[src/rtl/seq_detect_param.sv]
// rtl/seq_detect_param.sv - parameterised serial pattern detector with saturating match counter
//
// Ports:
//   clk        sole clock, rising edge
//   rst        synchronous active-low reset
//   en         sample enable; x is consumed only when en=1
//   x          serial data bit, first bit of PATTERN arrives first
//   clr        synchronous clear of match_cnt
//   z          match indication (Mealy combinational or Moore registered)
//   match_cnt  saturating number of matches
//   cnt_sat    high while match_cnt is all ones

module seq_detect_param #(
    parameter int               PAT_LEN = 4,
    parameter logic [PAT_LEN-1:0] PATTERN = 4'b1101,
    parameter bit               OVERLAP = 1,
    parameter bit               MOORE   = 0,
    parameter int               CNT_W   = 8
) (
    input  logic             clk,
    input  logic             rst,
    input  logic             en,
    input  logic             x,
    input  logic             clr,
    output logic             z,
    output logic [CNT_W-1:0] match_cnt,
    output logic             cnt_sat
);

    localparam int SW  = (PAT_LEN > 2) ? $clog2(PAT_LEN) : 1;
    localparam int TBL = 2 ** (SW + 1);

    // Bit i of the pattern in arrival order (i = 0 is received first).
    function automatic bit pat_bit(input int i);
        return PATTERN[PAT_LEN-1-i];
    endfunction

    // Longest pattern prefix that is a suffix of (first s pattern bits, then b).
    function automatic int longest(input int s, input int b);
        int  best;
        bit  ok;
        bit  r;
        int  p;
        best = 0;
        for (int k = 1; k <= s + 1; k++) begin
            ok = 1'b1;
            for (int j = 0; j < k; j++) begin
                p = s + 1 - k + j;
                r = (p < s) ? pat_bit(p) : b[0];
                if (r != pat_bit(j)) ok = 1'b0;
            end
            if (ok) best = k;
        end
        return best;
    endfunction

    // Longest proper prefix of the whole pattern that is also its suffix.
    function automatic int border();
        int best;
        bit ok;
        best = 0;
        for (int k = 1; k < PAT_LEN; k++) begin
            ok = 1'b1;
            for (int j = 0; j < k; j++) begin
                if (pat_bit(j) != pat_bit(PAT_LEN - k + j)) ok = 1'b0;
            end
            if (ok) best = k;
        end
        return best;
    endfunction

    function automatic int next_val(input int s, input int b);
        if (s >= PAT_LEN) return 0;
        if (s == PAT_LEN - 1 && b == int'(pat_bit(PAT_LEN - 1)))
            return OVERLAP ? border() : 0;
        return longest(s, b);
    endfunction

    // Transition table indexed by {state, x}, fully resolved at elaboration.
    logic [SW-1:0] next_tbl [TBL];

    for (genvar g = 0; g < TBL; g++) begin : g_next
        localparam int NV = next_val(g / 2, g % 2);
        assign next_tbl[g] = NV[SW-1:0];
    end

    logic [SW-1:0] state;
    logic [SW:0]   tbl_idx;
    logic          match;
    logic          z_q;

    assign tbl_idx = {state, x};
    assign match   = rst && en && (state == SW'(PAT_LEN - 1)) && (x == PATTERN[0]);
    assign cnt_sat = &match_cnt;
    assign z       = MOORE ? z_q : match;

    always_ff @(posedge clk) begin
        if (!rst) begin
            state     <= '0;
            z_q       <= 1'b0;
            match_cnt <= '0;
        end else begin
            if (en) state <= next_tbl[tbl_idx];
            z_q <= match;
            if (clr)
                match_cnt <= '0;
            else if (match && !cnt_sat)
                match_cnt <= match_cnt + 1'b1;
        end
    end

endmodule

[config.mk]
export PLATFORM = sky130hd
export DESIGN_NAME = seq_detect_param
export DESIGN_NICKNAME = d
export VERILOG_FILES = /design/src/rtl/seq_detect_param.sv
export SDC_FILE = /design/constraint.sdc
export NUM_CORES = 1
export LEC_CHECK = 0
export BUFFER_PORTS_ARGS = -buffer_cell sky130_fd_sc_hd__buf_2
export CAP_MARGIN = 20
export CORE_AREA = 3 3 40 42
export DETAILED_ROUTE_END_ITERATION = 12
export DIE_AREA = 0 0 43 45
export GPL_ROUTABILITY_DRIVEN = 1
export PLACE_DENSITY_LB_ADDON = 0.05
export SYNTH_ARGS = -nofsm -noshare
export SYNTH_HDL_FRONTEND = slang
export SYNTH_SLANG_ARGS = --single-unit
export TNS_END_PERCENT = 20
[constraint.sdc]
create_clock -name clk -period 1.65 [get_ports clk]
set_input_delay 0.165 -clock clk [delete_from_list [all_inputs] [get_ports clk]]
set_output_delay 0.165 -clock clk [all_outputs]
set_load 0.02 [all_outputs]
==> out/qor.csv <==
metric;value;unit
status;finished clean;
final period utilization;91.3;%
Remaining Overflow, GRT;0;
Starting Density;42.2;%
Syn Area/Cell;8.88;um2
global placer's final weighted congestion;0.732;
routed vias;501;
fmax;664;MHz
first-pass GRT wire length;1.90;mm
RSZ-0062 raised after global routing;false;
worst hold path class;input pin to register;
Reg2Reg Capture Point;match_cnt[5]$_SDFFE_PP0P_;
Final TNS setup;0;ns
ant diodes;0;
worst r2r src;match_cnt[0]$_SDFFE_PP0P_;
routed vias/inst;5.39;
Min-Delay Path Depth;2;
storage element area;200;um2
Die ar.;0.00194;mm2
crit path kind;register to output pin;
Clock Tree Buf Depth;2;
antenna viol nets, final;0;
Crit-path slowest cell;dfxtp_1;
die width;43;um
setup bufs post-CTS;0;
Worst-Margin Slew;0.292;ns
DRC;0;
Clock Tree Root;clkbuf_4;
worst reg2reg setup slack;0.24;ns
DR pass1 iterations;4;
vias in the first global route;454;
initial antenna violation count;0;
TritonCTS Buffers;3;
filler instances;149;
Final Setup Violations;0;
worst-skew pair later-pin latency;0.26;ns
Initial DRC Count;3;
# clock sinks;10;
Worst EP required;1.48;ns
Setup crit end kind;output pin;
Relative slew margins;80.5;%
Nets;88;
CORE AREA;0.00128;mm2
worst vdd ir;0.466;mV
Min Clock Period, post-route;1.51;ns
Area growth syn-to-layout;21.5;%
crit path max fanout;4;
max cap viols;0;
hold wc startpoint;en;
total wire length;1.10;mm
syn_nets;69;
worst r2r path cells;5;
CP Data Arrival Time;1.34;ns
Cell variety after synth;26;
Total GRT Usage;13.2;%
Inst Count DP;90;
Synth area leaders;dfxtp_1 (37%), ha_1 (6.9%), nor2_1 (4.2%);
final count of pins violating max slew;0;
Worst setup SP type;register;
final std cells w/o fill;93;
PwrDens;656;mW/mm2
CP max stage delay;0.38;ns
CTS resizes;0;
share of layout cells above drive strength 1;30.8;%
multi-input logic area;328;um2
I/O pin count;15;
hold_buf cts;0;
# rows;13;
Synth top area share;37.0;%
CP cell instances;ha_1 -> nand3_1 -> nor2_2 -> buf_2;
Fin. Hold Viols;0;
clk_skew;0.00175;ns
leakage;0.310;nW
H-tree lvl count;1;
Synth Register Bits;10;
largest net degree at the start of global routing;9;
synth warn;0;
worst hold endpoint;state[0]$_SDFFE_PN0P_;
Reg clk slew, reported paths;0.06;ns
HPWL after detailed placement;841;um
die height;45;um
synthesized area;542;um2
Worst Path Buf+Inv;1;
post-synthesis cell count;61;
post-synth top area cell;dfxtp_1;
CTS tree;yes;
Top Family by Delay on Critical Path;flip-flops;
DR WL/cell;11.8;um
I/O Buffers;14;
Seq/Total Area, Yosys;37.0;%
flip-flops by register name, summed over array words and instances (netlist names):
register and cells:
match_cnt 8, state 2
logic make-up (layout without fill, tap and decap cells):
| group | after synthesis | in the layout | synth area share (%) |
|---|---|---|---|
| DFF | 10 | 10 | 37.0 |
| muxes | 2 | 2 | 3.70 |
| AOI/OAI and AO/OA | 11 | 11 | 15.2 |
| buffers and inverters | 4 | 21 | 3.00 |
| adders and majority gates | 3 | 3 | 6.93 |
| and+or+nand+nor | 30 | 30 | 32.6 |
| xor gates and xnor gates | 1 | 1 | 1.62 |
layout by cell type, fill, tap and decap left out, types with 3 or more instances in the layout:
| cell type | count |
|---|---|
| inv_1 | 3 |
| clkbuf_4 | 3 |
| nor2_1 | 5 |
| buf_2 | 14 |
| a21oi_1 | 3 |
| nand4_1 | 3 |
| ha_1 | 3 |
| o21ai_0 | 3 |
| dfxtp_1 | 10 |
| nand2_1 | 5 |
worst max path at each step:
stage	startpoint	endpoint	depth (start not counted)
6_report	match_cnt[0]$_SDFFE_PP0P_	cnt_sat	4
2_1_floorplan	match_cnt[0]$_SDFFE_PP0P_	match_cnt[5]$_SDFFE_PP0P_	5
5_1_grt	match_cnt[0]$_SDFFE_PP0P_	cnt_sat	4
3_3_place_gp	match_cnt[0]$_SDFFE_PP0P_	match_cnt[5]$_SDFFE_PP0P_	5
3_5_place_dp	match_cnt[0]$_SDFFE_PP0P_	match_cnt[5]$_SDFFE_PP0P_	5
4_1_cts	match_cnt[0]$_SDFFE_PP0P_	cnt_sat	4
Yosys cell counts:
| master | n |
|---|---|
| dfxtp_1 | 10 |
| nor2_1 | 6 |
| nand2_1 | 5 |
| a21oi_1 | 3 |
| ha_1 | 3 |
| inv_1 | 3 |
| nand4_1 | 3 |
| o21ai_0 | 3 |
| a211oi_1 | 2 |
| and2_2 | 2 |
| and3b_1 | 2 |
| mux2i_1 | 2 |
| nor3_1 | 2 |
| nor4_1 | 2 |
| or3_1 | 2 |
| a31oi_1 | 1 |
| and2_1 | 1 |
| and3_1 | 1 |
| and4_4 | 1 |
| clkbuf_2 | 1 |
| nand3_1 | 1 |
| nand4_2 | 1 |
| o211a_1 | 1 |
| o211ai_4 | 1 |
| or2b_1 | 1 |
| xor2_1 | 1 |
metal layers:
metal  global-route usage (%)  vias up  wire length [um]
met4                     3.61        0                 6
li1                         -      258                 -
met2                     22.2       13               490
met3                     5.98        2                73
met5                        0        -                 0
met1                     15.4      228               526
layout make-up:
class                   instances  share of cell area (%)
well taps                      15                    2.85
inverters                       3                    1.71
clock buffers                   3                    3.42
repair buffers                 15                    11.8
multi-input cells              47                    49.8
flip-flops and latches         10                    30.4
stage by stage:
step           hold WS (ns)  setup slack (ns)  cell area, um2  power [mW]  utilization (%)
3_5_place_dp          0.483             0.250             636       0.278             49.5
3_3_place_gp          0.489             0.280             636       0.278             49.5
4_1_cts               0.215             0.123             658       0.441             51.2
2_1_floorplan         0.287            0.0372             544       0.266                -
5_1_grt               0.232            0.0749             658       0.459             51.2
6_report              0.224             0.144             658       0.431             51.2
report_power, final:
group	switching (mW)	internal (mW)
logic	0.0142	0.0106
clock network	0.0749	0.0838
registers	0.00378	0.244
total	0.0929	0.339
(Power assumes the default switching activity.)
